--- config.mk ---
export PLATFORM = sky130hd
export DESIGN_NAME = inst_prefetch
export DESIGN_NICKNAME = d
export VERILOG_FILES = /design/src/rtl/inst_prefetch.sv
export SDC_FILE = /design/constraint.sdc
export NUM_CORES = 1
export LEC_CHECK = 0
export CORE_UTILIZATION = 50
export CTS_BUF_LIST = sky130_fd_sc_hd__clkbuf_16
export DETAILED_ROUTE_END_ITERATION = 7
export PLACE_DENSITY = 0.74
export SLEW_MARGIN = 20
export SYNTH_ARGS = -nofsm -noshare
export SYNTH_HDL_FRONTEND = slang
export SYNTH_SLANG_ARGS = --single-unit
--- constraint.sdc ---
create_clock -name clk -period 2.8 [get_ports clk]
set_input_delay 0.42 -clock clk [delete_from_list [all_inputs] [get_ports clk]]
set_output_delay 0.42 -clock clk [all_outputs]
set_load 0.005 [all_outputs]
--- src/rtl/inst_prefetch.sv ---
// Instruction-byte prefetcher: fetch PC drives a combinational ROM, bytes queue in a small FIFO.
// One cycle fetch-to-output latency; fetch stalls when full unless the head pops the same cycle.

module prefetch_fifo #(
  parameter int W     = 20,
  parameter int DEPTH = 4,
  parameter int PW    = $clog2(DEPTH),
  parameter int LW    = $clog2(DEPTH + 1)
) (
  input  logic          clk,
  input  logic          reset_n,
  input  logic          flush,
  input  logic          push,
  input  logic          pop,
  input  logic [W-1:0]  wr_dat,
  output logic [W-1:0]  rd_dat,
  output logic          empty,
  output logic          full,
  output logic [LW-1:0] level
);

  logic [W-1:0]  mem [DEPTH];
  logic [PW-1:0] wr_ptr;
  logic [PW-1:0] rd_ptr;

  assign empty  = (level == '0);
  assign full   = (level == LW'(DEPTH));
  assign rd_dat = mem[rd_ptr];

  // Storage needs no reset: the head is only observed while level is non-zero.
  always_ff @(posedge clk) begin
    if (push && !flush) begin
      mem[wr_ptr] <= wr_dat;
    end
  end

  always_ff @(posedge clk or negedge reset_n) begin
    if (!reset_n) begin
      wr_ptr <= '0;
      rd_ptr <= '0;
      level  <= '0;
    end else if (flush) begin
      wr_ptr <= '0;
      rd_ptr <= '0;
      level  <= '0;
    end else begin
      if (push) wr_ptr <= wr_ptr + 1'b1;
      if (pop)  rd_ptr <= rd_ptr + 1'b1;
      case ({push, pop})
        2'b10:   level <= level + LW'(1);
        2'b01:   level <= level - LW'(1);
        default: level <= level;
      endcase
    end
  end

endmodule

module inst_prefetch #(
  parameter int ADDR_W   = 12,
  parameter int DATA_W   = 8,
  parameter int DEPTH    = 4,
  parameter int RESET_PC = 0,
  parameter int LW       = $clog2(DEPTH + 1)
) (
  input  logic              clk,
  input  logic              reset_n,
  input  logic              fetch_en,
  output logic [ADDR_W-1:0] rom_addr,
  input  logic [DATA_W-1:0] rom_data,
  input  logic              jump_valid,
  input  logic [ADDR_W-1:0] jump_addr,
  output logic              inst_valid,
  output logic [DATA_W-1:0] inst_data,
  output logic [ADDR_W-1:0] inst_addr,
  input  logic              inst_ready,
  output logic [LW-1:0]     fifo_level
);

  typedef struct packed {
    logic [ADDR_W-1:0] addr;
    logic [DATA_W-1:0] dat;
  } ent_t;

  logic [ADDR_W-1:0] fetch_pc;
  ent_t              wr_ent;
  ent_t              head;
  logic              empty;
  logic              full;
  logic              push;
  logic              pop;

  // A jump wins over any handshake: the head stays unconsumed and is flushed.
  assign pop  = !empty && inst_ready && !jump_valid;
  assign push = fetch_en && !jump_valid && (!full || pop);

  assign wr_ent.addr = fetch_pc;
  assign wr_ent.dat  = rom_data;

  prefetch_fifo #(
    .W     ($bits(ent_t)),
    .DEPTH (DEPTH)
  ) u_fifo (
    .clk     (clk),
    .reset_n (reset_n),
    .flush   (jump_valid),
    .push    (push),
    .pop     (pop),
    .wr_dat  (wr_ent),
    .rd_dat  (head),
    .empty   (empty),
    .full    (full),
    .level   (fifo_level)
  );

  always_ff @(posedge clk or negedge reset_n) begin
    if (!reset_n) begin
      fetch_pc <= ADDR_W'(RESET_PC);
    end else if (jump_valid) begin
      fetch_pc <= jump_addr;
    end else if (push) begin
      fetch_pc <= fetch_pc + 1'b1;
    end
  end

  assign rom_addr   = fetch_pc;
  assign inst_valid = !empty;
  assign inst_data  = empty ? '0 : head.dat;
  assign inst_addr  = empty ? '0 : head.addr;

endmodule

==> results of run 1 <==
metrics by stage:
stage / utilization [%] / hold WS, ns / worst slack [ns] / total power, mW
global placement: 61.58 / 0.5724 / 0.4199 / 2.504
floorplan: - / 0.1244 / 0.6476 / 2.155
CTS: 65.03 / 0.6137 / 0.1781 / 3.671
detailed placement: 61.58 / 0.5980 / 0.3316 / 2.518
finish: 65.03 / 0.5984 / 0.2160 / 3.626
global route: 65.03 / 0.6453 / 0.09598 / 3.783
routing by layer:
metal | routed length, um | global-route usage (%)
met5 | 0 | 0
met4 | 120 | 8.207
met3 | 183 | 2.174
met2 | 4026 | 32.01
met1 | 3491 | 25.68
Yosys cell counts (5+ instances only):
cell	n	share of area [%]
sky130_fd_sc_hd__nand3_1	8	0.93
sky130_fd_sc_hd__dfrtp_1	19	11
sky130_fd_sc_hd__nand2_1	16	1.4
sky130_fd_sc_hd__and2_1	25	3.6
sky130_fd_sc_hd__a21oi_1	6	0.70
sky130_fd_sc_hd__nor3_1	5	0.58
sky130_fd_sc_hd__mux4_2	20	11
sky130_fd_sc_hd__xnor2_1	7	1.4
sky130_fd_sc_hd__nor2_1	10	0.88
sky130_fd_sc_hd__clkbuf_1	9	0.79
sky130_fd_sc_hd__edfxtp_1	80	56
sky130_fd_sc_hd__o21ai_0	9	1.1
sky130_fd_sc_hd__xor2_1	5	1.0
sky130_fd_sc_hd__ha_1	5	1.5
registers in the layout (all words and copies together), names as in the netlist:
name,count
rom_addr,12
u_fifo.level,3
u_fifo.mem,80
u_fifo.rd_ptr,2
u_fifo.wr_ptr,2
report_power, final:
part | total (mW) | internal [mW] | switching (mW)
combinational | 0.711 | 0.430 | 0.282
sequential | 1.76 | 1.68 | 0.0833
clock | 1.15 | 0.617 | 0.535
total | 3.63 | 2.73 | 0.900
placed cells by master (no fill, tap or decap), types with 3 or more instances in the layout:
master	instances
sky130_fd_sc_hd__inv_1	3
sky130_fd_sc_hd__nand2_1	16
sky130_fd_sc_hd__clkdlybuf4s50_1	60
sky130_fd_sc_hd__buf_4	10
sky130_fd_sc_hd__nor4_1	4
sky130_fd_sc_hd__buf_12	3
sky130_fd_sc_hd__a21oi_1	6
sky130_fd_sc_hd__nand2b_1	4
sky130_fd_sc_hd__ha_1	5
sky130_fd_sc_hd__mux4_2	20
sky130_fd_sc_hd__o21ai_1	3
sky130_fd_sc_hd__nor3_1	5
sky130_fd_sc_hd__dfrtp_1	19
sky130_fd_sc_hd__xor2_1	5
sky130_fd_sc_hd__nor2_1	10
sky130_fd_sc_hd__xnor2_1	7
sky130_fd_sc_hd__nand3_1	8
sky130_fd_sc_hd__edfxtp_1	80
sky130_fd_sc_hd__nor2b_1	4
sky130_fd_sc_hd__o21ai_0	9
sky130_fd_sc_hd__and2_1	25
sky130_fd_sc_hd__clkbuf_16	9
worst min-delay path by stage:
stage                            startpoint                      endpoint  slack, ns  cells past startpoint
2_1_floorplan                       reset_n       rom_addr[0]$_DFFE_PN0P_       0.12                      0
3_3_place_gp   u_fifo.wr_ptr[1]$_DFFE_PN0P_  u_fifo.wr_ptr[1]$_DFFE_PN0P_       0.57                      2
3_5_place_dp   u_fifo.wr_ptr[1]$_DFFE_PN0P_  u_fifo.wr_ptr[1]$_DFFE_PN0P_       0.60                      2
4_1_cts        u_fifo.wr_ptr[1]$_DFFE_PN0P_  u_fifo.wr_ptr[1]$_DFFE_PN0P_       0.61                      2
5_1_grt        u_fifo.wr_ptr[1]$_DFFE_PN0P_  u_fifo.wr_ptr[1]$_DFFE_PN0P_       0.65                      2
6_report                            reset_n   u_fifo.level[2]$_DFFE_PN0P_       0.60                      1
kinds of logic after synthesis:
logic type,share of synthesized area (%)
and+or+nand+nor,11.73
adders and majority gates,1.926
xor gates and xnor gates,2.451
AOI/OAI and AO/OA,3.648
DFF,67.11
buffers and inverters,1.897
muxes,11.23
area by class of cell:
class	count	area (um^2)
clock buffers	9	225.2
clock inverters	7	60.06
fillers	619	2888
inverters	3	11.26
multi-input cells	153	1329
flip-flops and latches	99	2878
well taps	105	131.4
repair buffers	73	735.7
==> metrics.cfg, run 1 <==
[timing]
worst-slew-pin-transition_ns=0.9253
skew_ns=0.005682
hold_violations=0
clock.fmax_mhz=387.0
fin_setup_tns_ns=0
worst_slew_margin_rel_pct=38.12
layout_min_cycle_time_ns=2.584
report.final.slew_viol_count=0
min_period_over_period_pct=92.28
rsz0062_at_grt=no
final-setup-viol-count=0

[grt]
grt_pass1_vias=2438
grt_max_degree=23
wire_length_of_the_first_global_routing_pass_um=12550
antenna_found_initial=0
grt_overflow=0
global_route.usage.total_pct=19.20

[critical_path]
delay_of_the_slowest_cell_on_the_worst_path_ns=0.55
cp_num_cells=4
cp_data_arrival_time_ns=2.16
worst_r2r_endpoint=u_fifo.level[1]$_DFFE_PN0P_
crit-reg2reg-launch=u_fifo.level[1]$_DFFE_PN0P_
timing.critical_path.required_ns=2.38
worst_setup_ep=inst_addr[10]
criticalPathCategory=register to output pin
largest_delay_share_family_worst_path=buffers and inverters
reg2regPathDepth=8
worstSetupStartpoint=u_fifo.rd_ptr[0]$_DFFE_PN0P_
critPathSlowestCell=sky130_fd_sc_hd__mux4_2
cp.buffers_inverters=2
reg2reg_slack_ns=0.65
cell_by_cell_trace_of_the_critical_path=buf_4 -> mux4_2 -> and2_1 -> clkdlybuf4s50_1
cp-end-kind=output pin
crit_path_max_fanout=16
setup.worst_path.start_class=register

[floorplan]
die_area_um2=8950
initial_utilization_pct=51.92
die_w_um=94.61
rows=33
die_height_um=94.61
core_area_um2=8258
io_pins=61

[routing]
detailedRoute.firstPassIterationCount=4
vias=2469
detail_route.wl_per_cell_um=17.42
drtAntennaViolNets=0
routed_wl_um=7822
drt_iter0_markers=145
routed_via_density=5.499
detail_route.drc_violations=0

[cells_and_area]
design.final.nets=370
post_route_cells_drive_above_1_share_pct=15.99
flow.area_growth_from_synthesis_pct=25.24
diodes=0
final_cell_count_no_fill=449
finish.instance_area_um2=5370

[yosys]
synth_edf_count=80
post_synth_inst_count=269
ys_async_sr_fraction_pct=19.19
yosysWarnings=0
ys_dominant_reg_cell=sky130_fd_sc_hd__edfxtp_1
synthesized_area_per_cell_um2=15.94
yosys.cell_types.count=43
area_of_the_mapped_netlist_um2=4288
synth.yosys.seq_area_share_pct=67.11
synth.ff_latch_count=99
synth.net_count=300

[clock_network]
clock_tree.buffer_depth=2
worst_skew_pair.late_latency_ns=0.34
post-cts-setup-buffers=0
cts_tree=done
cts_buffers=9
cts_hold_buf=0
cts_h_tree_depth=3
cts.reportedPaths.clkPinSlew_ns=0.07
tritoncts_num_sinks=99
cts-root-buf=sky130_fd_sc_hd__clkbuf_16
resize_count_post_cts=0

[min_path]
min_path_type=input port to async pin

[placement]
placement_stage_cell_area_um2=5085
globalplace.congestion=0.7340
port_buffers=60
dp_hpwl_um=5411
placed_instance_count=433

[power_and_ir_drop]
leakage_nw=1.831
power.ir.vdd_worst_mv=0.4312
power_dens_cells_nw_per_um2=675.3

[job]
drv.max_cap_violation_count=0

[outcome]
outcome=completed

Power figures use the tool's default switching activity.
==> run 2, diff against run 1 <==
CORE_MARGIN = 2   (was default)
==> run 2 against run 1 <==
  * Maximum frequency is 2.2% lower
  * Worst setup slack got worse by 0.057 ns
  * Clock skew is essentially flat
  * Final area grew 1.2%
  * Sequential power is essentially flat
==> metrics.cfg, run 2 (synthesis results as in run 1) <==
[outcome]
outcome=completed

[critical_path]
cp_data_arrival_time_ns=2.22  ; +0.06 ns
crit-reg2reg-launch=u_fifo.level[2]$_DFFE_PN0P_
timing.critical_path.required_ns=2.38  ; about the same
reg2reg_slack_ns=0.44  ; -0.21 ns
setup.worst_path.start_class=register
critPathSlowestCell=sky130_fd_sc_hd__or3_1
criticalPathCategory=register to output pin
cp-end-kind=output pin
delay_of_the_slowest_cell_on_the_worst_path_ns=0.55  ; about the same
largest_delay_share_family_worst_path=simple AND/OR/NAND/NOR gates
cell_by_cell_trace_of_the_critical_path=or3_1 -> buf_4 -> and2_1 -> clkdlybuf4s50_1
cp.buffers_inverters=2  ; unchanged
reg2regPathDepth=8  ; unchanged
crit_path_max_fanout=16  ; unchanged
worst_r2r_endpoint=u_fifo.level[1]$_DFFE_PN0P_

[min_path]
startpoint_of_the_worst_hold_path=u_fifo.rd_ptr[1]$_DFFE_PN0P_
min_path_cells=2
holdPathEnd=u_fifo.rd_ptr[1]$_DFFE_PN0P_
min_path_type=register to register

[grt]
grt_max_degree=35  ; +52%
global_route.usage.total_pct=19.11  ; -0.094 points
wire_length_of_the_first_global_routing_pass_um=13590  ; +8.3%
grt_overflow=0  ; unchanged
antenna_found_initial=0  ; unchanged
grt_pass1_vias=2598  ; +6.6%

[clock_network]
cts_buffers=9  ; unchanged
cts_h_tree_depth=3  ; unchanged
clock_tree.buffer_depth=2  ; unchanged
resize_count_post_cts=0  ; unchanged
worst_skew_pair.late_latency_ns=0.34  ; about the same
cts_hold_buf=0  ; unchanged
cts_tree=done
cts-root-buf=sky130_fd_sc_hd__clkbuf_16
post-cts-setup-buffers=0  ; unchanged
tritoncts_num_sinks=99  ; unchanged
cts.reportedPaths.clkPinSlew_ns=0.06  ; about the same

[timing]
min_period_over_period_pct=94.32  ; +2.0 points
rsz0062_at_grt=no
layout_min_cycle_time_ns=2.641  ; +0.05698 ns
fin_setup_tns_ns=0  ; unchanged
report.final.slew_viol_count=0  ; unchanged
final-setup-viol-count=0  ; unchanged
hold_violations=0  ; unchanged
worst-slew-pin-transition_ns=0.9104  ; -0.01495 ns
clock.fmax_mhz=378.7  ; -2.2%
worst_slew_margin_rel_pct=39.12  ; +1.0 points
skew_ns=0.005824  ; +0.0001425 ns

[floorplan]
die_area_um2=9333  ; +4.3%
die_height_um=96.61  ; +2.1%
core_area_um2=8258  ; unchanged
rows=33  ; unchanged
initial_utilization_pct=51.92  ; unchanged
die_w_um=96.61  ; +2.1%
io_pins=61  ; unchanged

[placement]
globalplace.congestion=0.7537  ; +2.7%
dp_hpwl_um=5310  ; -1.9%
port_buffers=60  ; unchanged

[routing]
detail_route.wl_per_cell_um=18.50  ; +6.2%
detailedRoute.firstPassIterationCount=4  ; unchanged
detail_route.drc_violations=0  ; unchanged
vias=2473  ; +0.16%
routed_via_density=5.532  ; +0.61%
drtAntennaViolNets=0  ; unchanged
routed_wl_um=8268  ; +5.7%
drt_iter0_markers=109  ; -25%

[cells_and_area]
most_frequent_standard_cell_in_the_layout_excluding_fill_and_tap_cells=sky130_fd_sc_hd__edfxtp_1
num-fill-cells=585  ; -5.5%
number_of_flip_flops_in_the_largest_register=80  ; unchanged
design.final.nets=369  ; -0.27%
top_register=u_fifo.mem
mostFrequentLayoutCells=sky130_fd_sc_hd__edfxtp_1, sky130_fd_sc_hd__clkdlybuf4s50_1, sky130_fd_sc_hd__and2_1
diodes=0  ; unchanged
post_route_cells_drive_above_1_share_pct=15.50  ; -0.49 points
flow.area_growth_from_synthesis_pct=26.73

[power_and_ir_drop]
power_dens_cells_nw_per_um2=708.5  ; +4.9%
p_switching_uw=867.8  ; -3.6%
leakage_nw=1.858  ; +1.4%
sw_frac_of_total_pct=22.54  ; -2.3 points
p_total_mw=3.850  ; +6.2%
comb_power_share_pct=19.0  ; -0.6 points
power.ir.vdd_worst_mv=0.3947  ; -8.5%
pwr-share-clk_pct=35.3  ; +3.5 points
seqPwrFrac_pct=45.7  ; -2.9 points
cell_internal_pwr_mw=2.982  ; +9.4%

[job]
drv.max_cap_violation_count=0  ; unchanged

[run 2: cell count changes in the layout (fill, tap and decap cells not counted)]
cell,delta
sky130_fd_sc_hd__clkinv_1,-1
sky130_fd_sc_hd__clkinv_4,-2
sky130_fd_sc_hd__inv_6,-1
sky130_fd_sc_hd__inv_8,-2
sky130_fd_sc_hd__bufinv_16,+3
sky130_fd_sc_hd__buf_4,-3
sky130_fd_sc_hd__inv_1,+1
sky130_fd_sc_hd__buf_12,+2
sky130_fd_sc_hd__clkinv_2,+1
[run 2: power by group through the flow]
stage / Clock [mW] / Combinational (mW) / Sequential, mW
global route: 1.44 / 0.803 / 1.77
finish: 1.36 / 0.733 / 1.76
global placement: 0 / 0.732 / 1.78
floorplan: 0 / 0.390 / 1.77
detailed placement: 0 / 0.743 / 1.79
CTS: 1.38 / 0.747 / 1.76
[run 2: worst register-to-register path, stage by stage (launching register included)]
cell                      delay [ns]
sky130_fd_sc_hd__dfrtp_1        0.49
sky130_fd_sc_hd__or3_1          0.55
sky130_fd_sc_hd__nand2_1        0.16
sky130_fd_sc_hd__nor3_1         0.07
sky130_fd_sc_hd__fa_1           0.53
sky130_fd_sc_hd__nand3_1        0.08
sky130_fd_sc_hd__a21oi_1        0.18
sky130_fd_sc_hd__a21oi_1        0.07
sky130_fd_sc_hd__a21oi_1        0.16
[run 2: metal layers]
metal  up-vias  wire length, um  global-route usage [%]
met5         -                0                       0
li1       1150                -                       -
met1      1230             3438                   23.58
met2        79             4263                   32.59
met4         0              165                   8.017
met3        14              400                   4.335
[run 2: how the worst max path moves through the flow]
stage / endpoint / depth (start not counted) / start
global route: inst_addr[11] / 4 / u_fifo.level[2]$_DFFE_PN0P_
detailed placement: u_fifo.level[1]$_DFFE_PN0P_ / 6 / fetch_en
finish: inst_addr[10] / 4 / u_fifo.level[2]$_DFFE_PN0P_
global placement: u_fifo.mem[2][15]$_DFFE_PP_ / 6 / inst_ready
CTS: inst_addr[10] / 4 / u_fifo.level[2]$_DFFE_PN0P_
floorplan: u_fifo.level[2]$_DFFE_PN0P_ / 8 / u_fifo.level[0]$_DFFE_PN0P_
[run 2: layout make-up]
type / instances / area [um^2] / area share [%]
Clock inverter: 6 / 106.4 / 1.957
Multi-Input combinational cell: 153 / 1329 / 24.45
Inverter: 3 / 11.26 / 0.2072
Tap cell: 105 / 131.4 / 2.418
Clock buffer: 9 / 225.2 / 4.145
Sequential cell: 99 / 2878 / 52.96
Timing Repair Buffer: 72 / 753.2 / 13.86
[run 2: stage by stage]
| stage | cell area [um^2] | worst slack, ns | hold slack (ns) | utilization (%) | cells |
|---|---|---|---|---|---|
| after floorplan | 4288 | 0.6476 | 0.1244 | - | 269 |
| after global placement | 5102 | 0.3869 | 0.5243 | 61.79 | 432 |
| after detailed placement | 5102 | 0.3422 | 0.5660 | 61.79 | 432 |
| after CTS | 5434 | 0.1343 | 0.5839 | 65.80 | 447 |
| after global routing | 5434 | 0.06123 | 0.6004 | 65.80 | 447 |
| final | 5434 | 0.1591 | 0.5689 | 65.80 | 447 |
